[src/rtl/sdrc_pkg.sv]
// rtl/sdrc_pkg.sv - shared SDRAM controller command codes and widths
package sdrc_pkg;

  localparam logic [1:0] OP_PRE = 2'b00;
  localparam logic [1:0] OP_ACT = 2'b01;
  localparam logic [1:0] OP_RD  = 2'b10;
  localparam logic [1:0] OP_WR  = 2'b11;

  localparam int SDR_REQ_ID_W = 4;
  localparam int REQ_BW       = 12;

  function automatic logic is_xfer(input logic [1:0] cmd);
    return (cmd == OP_RD) || (cmd == OP_WR);
  endfunction

endpackage

[src/rtl/sdrc_rank_fifo.sv]
// rtl/sdrc_rank_fifo.sv - FIFO of bank indices in request acceptance order
module sdrc_rank_fifo #(
  parameter int DEPTH = 4,
  localparam int AW = $clog2(DEPTH)
) (
  input  logic        clk,
  input  logic        reset_n,
  input  logic        push,
  input  logic [1:0]  push_data,
  input  logic        pop,
  output logic [1:0]  head,
  output logic        full,
  output logic [AW:0] count,
  output logic        ovf
);

  logic [DEPTH-1:0][1:0] mem_q, mem_d;
  logic [AW-1:0]         wr_ptr_q, wr_ptr_d, rd_ptr_q, rd_ptr_d;
  logic [AW:0]           count_q, count_d;
  logic                  full_q, full_d;
  logic                  do_push, do_pop;

  always_comb begin
    do_pop   = pop && (count_q != '0);
    // A pop frees the slot in the same cycle, so push while full is legal then
    do_push  = push && (!full_q || do_pop);
    ovf      = push && !do_push;
    mem_d    = mem_q;
    wr_ptr_d = wr_ptr_q;
    rd_ptr_d = rd_ptr_q;
    if (do_push) begin
      mem_d[wr_ptr_q] = push_data;
      wr_ptr_d        = wr_ptr_q + 1'b1;
    end
    if (do_pop) begin
      rd_ptr_d = rd_ptr_q + 1'b1;
    end
    count_d = count_q + {{AW{1'b0}}, do_push} - {{AW{1'b0}}, do_pop};
    full_d  = (count_d == (AW+1)'(DEPTH));
  end

  assign head  = mem_q[rd_ptr_q];
  assign full  = full_q;
  assign count = count_q;

  always_ff @(posedge clk) begin
    if (!reset_n) begin
      wr_ptr_q <= '0;
      rd_ptr_q <= '0;
      count_q  <= '0;
      full_q   <= 1'b0;
    end else begin
      mem_q    <= mem_d;
      wr_ptr_q <= wr_ptr_d;
      rd_ptr_q <= rd_ptr_d;
      count_q  <= count_d;
      full_q   <= full_d;
    end
  end

endmodule

[src/rtl/sdrc_bank_arb.sv]
// rtl/sdrc_bank_arb.sv - bank command arbiter: in-order RD/WR, round-robin PRE/ACT
module sdrc_bank_arb #(
  parameter int NBANK      = 4,
  parameter int RANK_DEPTH = 4,
  parameter int REQ_BW     = sdrc_pkg::REQ_BW,
  parameter int ID_W       = sdrc_pkg::SDR_REQ_ID_W
) (
  input  logic                    clk,
  input  logic                    reset_n,
  input  logic [NBANK-1:0]        bnk_req,
  input  logic [2*NBANK-1:0]      bnk_cmd,
  input  logic [13*NBANK-1:0]     bnk_addr,
  input  logic [ID_W*NBANK-1:0]   bnk_id,
  input  logic [REQ_BW*NBANK-1:0] bnk_len,
  input  logic [NBANK-1:0]        bnk_start,
  input  logic [NBANK-1:0]        bnk_last,
  input  logic [NBANK-1:0]        bnk_wrap,
  input  logic [NBANK-1:0]        bnk_r2b_ack,
  output logic [NBANK-1:0]        bnk_ack,
  output logic                    rank_full,
  output logic                    rank_err,
  output logic                    b2x_req,
  output logic [1:0]              b2x_ba,
  output logic [1:0]              b2x_cmd,
  output logic [12:0]             b2x_addr,
  output logic [ID_W-1:0]         b2x_id,
  output logic [REQ_BW-1:0]       b2x_len,
  output logic                    b2x_start,
  output logic                    b2x_last,
  output logic                    b2x_wrap,
  input  logic                    x2b_ack
);

  import sdrc_pkg::*;

  localparam int CW = $clog2(RANK_DEPTH) + 1;

  logic [1:0]    rank_head, gnt_bank, idx, push_idx;
  logic [1:0]    rr_q, rr_d;
  logic          rank_err_q, rank_err_d;
  logic [CW-1:0] rank_cnt;
  logic          rank_empty, rank_push, rank_pop, rank_ovf, multi_ack;
  logic          gnt_vld, acked;

  assign rank_empty = (rank_cnt == '0);

  // Grant is combinational: bank FSMs expect their ack in the requesting cycle
  always_comb begin
    gnt_bank = 2'd0;
    gnt_vld  = 1'b0;
    idx      = 2'd0;
    if (!rank_empty && bnk_req[rank_head] && is_xfer(bnk_cmd[2*rank_head +: 2])) begin
      gnt_bank = rank_head;
      gnt_vld  = 1'b1;
    end else begin
      for (int k = 0; k < NBANK; k++) begin
        idx = rr_q + 2'(k);
        if (!gnt_vld && bnk_req[idx] && !is_xfer(bnk_cmd[2*idx +: 2])) begin
          gnt_bank = idx;
          gnt_vld  = 1'b1;
        end
      end
    end
    if (!reset_n) begin
      gnt_vld  = 1'b0;
      gnt_bank = 2'd0;
    end
  end

  assign b2x_req   = gnt_vld;
  assign b2x_ba    = gnt_bank;
  assign b2x_cmd   = bnk_cmd[2*gnt_bank +: 2];
  assign b2x_addr  = bnk_addr[13*gnt_bank +: 13];
  assign b2x_id    = bnk_id[ID_W*gnt_bank +: ID_W];
  assign b2x_len   = bnk_len[REQ_BW*gnt_bank +: REQ_BW];
  assign b2x_start = bnk_start[gnt_bank];
  assign b2x_last  = bnk_last[gnt_bank];
  assign b2x_wrap  = bnk_wrap[gnt_bank];

  assign acked    = gnt_vld && x2b_ack;
  assign bnk_ack  = acked ? ({{(NBANK-1){1'b0}}, 1'b1} << gnt_bank) : '0;
  assign rank_pop = acked && is_xfer(b2x_cmd) && b2x_last;

  always_comb begin
    push_idx = 2'd0;
    for (int i = NBANK - 1; i >= 0; i--) begin
      if (bnk_r2b_ack[i]) push_idx = 2'(i);
    end
  end

  assign rank_push = |bnk_r2b_ack;
  assign multi_ack = (bnk_r2b_ack & (bnk_r2b_ack - 1'b1)) != '0;

  always_comb begin
    rr_d       = rr_q;
    rank_err_d = rank_err_q || multi_ack || rank_ovf;
    if (acked && !is_xfer(b2x_cmd)) rr_d = gnt_bank + 2'd1;
  end

  always_ff @(posedge clk) begin
    if (!reset_n) begin
      rr_q       <= 2'd0;
      rank_err_q <= 1'b0;
    end else begin
      rr_q       <= rr_d;
      rank_err_q <= rank_err_d;
    end
  end

  assign rank_err = rank_err_q;

  sdrc_rank_fifo #(.DEPTH(RANK_DEPTH)) u_rank_fifo (
    .clk       (clk),
    .reset_n   (reset_n),
    .push      (rank_push),
    .push_data (push_idx),
    .pop       (rank_pop),
    .head      (rank_head),
    .full      (rank_full),
    .count     (rank_cnt),
    .ovf       (rank_ovf)
  );

endmodule

[config.mk]
export PLATFORM = sky130hd
export DESIGN_NAME = sdrc_bank_arb
export DESIGN_NICKNAME = d
export VERILOG_FILES = /design/src/rtl/sdrc_pkg.sv /design/src/rtl/sdrc_rank_fifo.sv /design/src/rtl/sdrc_bank_arb.sv
export SDC_FILE = /design/constraint.sdc
export NUM_CORES = 1
export LEC_CHECK = 0
export BUFFER_PORTS_ARGS = -buffer_cell sky130_fd_sc_hd__clkbuf_2
export CAP_MARGIN = 25
export CORE_MARGIN = 2
export CORE_UTILIZATION = 40
export CTS_CLUSTER_DIAMETER = 80
export DETAILED_ROUTE_END_ITERATION = 10
export PLACE_DENSITY = 0.81
export SETUP_SLACK_MARGIN = 0.4
export SYNTH_ARGS = -nofsm -noshare
export SYNTH_HDL_FRONTEND = slang
export SYNTH_SLANG_ARGS = --single-unit
[constraint.sdc]
create_clock -name clk -period 9.25 [get_ports clk]
set_input_delay 0.4625 -clock clk [delete_from_list [all_inputs] [get_ports clk]]
set_output_delay 0.4625 -clock clk [all_outputs]
set_load 0.02 [all_outputs]
==> results_dict.tcl <==
set metrics [dict create \
    path_buf_inv 0 \
    routabilityCongestion 0.861 \
    ys_seq_area_frac 0.194 \
    dp.cells 538 \
    cts.htree.levels 1 \
    p_leak_nw 1.66 \
    ys.flop_type "dfxtp_1" \
    fillers 525 \
    drtIter0Drc 86 \
    drt-total-wl_mm 7.45 \
    ys_seq_elements 19 \
    synth_nets 451 \
    vias 2834 \
    nets 626 \
    synth_top_area_share 0.156 \
    fin_cells 542 \
    fp.coreArea_sq_um 5820 \
    crit_path_cell_trace "mux4_2 -> mux2_1 -> o2bb2ai_2 -> mux2_4 -> mux4_2 -> a31o_1 -> ha_1 -> fa_1 -> xnor2_1 -> and2_1 -> nor3b_1" \
    r2r-end "u_rank_fifo.full" \
    place_hpwl_mm 6.05 \
    critPathCaptureType "flop" \
    synthToLayoutAreaGrowth_pct 42.7 \
    root_buffer "clkbuf_8" \
    timing.fmax_ghz 0.226 \
    min_path_type "flop to flop" \
    crit_type "flop to flop" \
    yosys-top-cells-count "42 x and2_1, 37 x mux2i_1, 36 x a21oi_1" \
    syn_avg_cell_area_sq_um 8.10 \
    maxCapViolCount 0 \
    vias_per_cell 5.23 \
    clk_latency_ns 0.27 \
    synthCells 293 \
    fin_area_sq_um 3390 \
    placed_area_sq_um 3340 \
    worstHoldPathCells 1 \
    cpLargestDelayFamily "multiplexers" \
    holdCritStartpoint "rank_err" \
    grt_pass1_wl_mm 10.8 \
    multi_input_area_sq_um 1780 \
    period_share 0.479 \
    cp_max_fo 72 \
    synth_top_area_cell "mux2i_1" \
    slowest_stage "mux2_4" \
    reg2reg_depth 11 \
    wire_per_inst_microns 13.7 \
    drc 0 \
    die_w_microns 81.0 \
    vdd_drop_max_mv 0.126 \
    hold_viol 0 \
    num_rows 28 \
    rsz0062_at_grt "no" \
    synth_area_leaders "mux2i_1 16%, and2_1 11%, a211oi_1 11%, edfxtp_1 10%, dfxtp_1 9.3%" \
    clock_path_buffers 2 \
    r2r-start "u_rank_fifo.rd_ptr_q[0]" \
    port_buffers 189 \
    initial_core_util 0.408 \
    drtAntennaViolNets 0 \
    status "complete, no violations" \
    skew_ns 0.00744 \
    rrSetupSlack_ns 4.82 \
    gr-usage-all-layers 0.205 \
    gr-total-overflow 0 \
    tns_ns 0 \
    cp-start-kind "flop" \
    tightest_slew_ns 0.896 \
    dr.pass1.iters 4 \
    seqCellArea_sq_um 460 \
    post-synth-top-count-cell "and2_1" \
    slew_violations 0 \
    post-cts-setup-buffer-count 0 \
    hold_buffers 0 \
    synth.distinct_cells 45 \
    min_to "rank_err" \
    clk_pin_slew_ns 0.07 \
    pin_count 190 \
    setup_viol 0 \
    die_area_sq_um 6560 \
    yosys_warnings 0 \
    cts_resized 0 \
    netlist_area_sq_um 2370 \
    num_antenna_cells 0 \
    crit_top_cell "mux4_2" \
    die_h_microns 81.0 \
    cts.sinks 19 \
    grt_start_max_net_pins 73 \
    fin_hold_ws_ns 0.511 \
    grt_pass1_vias 2484 \
    synthArstFlopShare 0 \
    drive_gt1_frac 0.441 \
    crit_arrival_ns 4.62 \
    max_stage_delay_ns 0.78 \
    finalCoreUtilization 0.582 \
    cts_buffers 3 \
    total_power_mw 0.523 \
    finalCriticalPeriod_ns 4.43 \
    cellPowerDensity_nw_per_um2 154 \
    antenna_found_initial 0 \
    synth_edf_count 8 \
    required_ns 9.43 \
    setup_slack_ns 4.82 \
    path_depth 11 \
    cts_tree "built" \
    max-slew-margin-rel 0.403 \
    dpl_worst_slack_ns 4.85 \
]
-- worst max path at each step --
| stage | endpoint | slack, ns | start |
|---|---|---|---|
| 2_1_floorplan | u_rank_fifo.full | 5.60 | u_rank_fifo.rd_ptr_q[0] |
| 3_3_place_gp | u_rank_fifo.full | 4.95 | u_rank_fifo.rd_ptr_q[0] |
| 3_5_place_dp | u_rank_fifo.full | 4.85 | u_rank_fifo.rd_ptr_q[0] |
| 4_1_cts | u_rank_fifo.full | 4.81 | u_rank_fifo.rd_ptr_q[0] |
| 5_1_grt | u_rank_fifo.full | 4.56 | u_rank_fifo.rd_ptr_q[0] |
| 6_report | u_rank_fifo.full | 4.82 | u_rank_fifo.rd_ptr_q[0] |
-- cells by family (layout without fill, tap and decap cells) --
| family | count (synthesis) | after routing | share of synthesized area |
|---|---|---|---|
| fa+ha+maj | 11 | 11 | 0.0612 |
| compound gates | 87 | 87 | 0.243 |
| simple gates | 99 | 99 | 0.234 |
| mux | 43 | 43 | 0.205 |
| buf+inv | 32 | 206 | 0.0559 |
| flops | 19 | 19 | 0.194 |
| xor+xnor | 2 | 2 | 0.00739 |
-- report_power, final --
part / leakage [nW] / internal, mW / total (mW) / switching, mW
logic: 1.48 / 0.140 / 0.342 / 0.202
registers: 0.165 / 0.107 / 0.119 / 0.0126
clock network: 0.0217 / 0.0305 / 0.0612 / 0.0307
total: 1.66 / 0.277 / 0.523 / 0.245
-- state kept, by name (all words and copies together) (netlist names) --
name and flops:
u_rank_fifo.rd_ptr_q 2, u_rank_fifo.full 1, u_rank_fifo.wr_ptr_q 2, rr_q 2, u_rank_fifo.count 3, u_rank_fifo.mem_q 8
rank_err 1
-- layout by cell type (no fill, tap or decap), types with 6 or more instances in the layout --
cell / n
a211oi_1: 34
a21oi_1: 36
and2_1: 41
clkbuf_2: 189
dfxtp_1: 11
edfxtp_1: 8
ha_1: 10
inv_1: 10
mux2i_1: 37
nand2_1: 16
nor2_1: 8
nor2b_1: 6
-- metal layers --
metal / vias to the layer above / GRT usage / part of all wire
met1: 1288 / 0.248 / 0.40
met5: - / 0 / 0
met2: 115 / 0.372 / 0.51
met4: 0 / 0.0542 / 0.0067
li1: 1424 / - / -
met3: 7 / 0.0356 / 0.086
-- cell type report --
type                    count  share of cell area
multi-input cells         242               0.526
repair buffers            191               0.284
flip-flops and latches     19               0.136
well taps                  75              0.0277
clock buffers               3              0.0122
inverters                  11              0.0122
clock inverters             1             0.00222
Note: power is estimated with default switching activity, not from simulation.
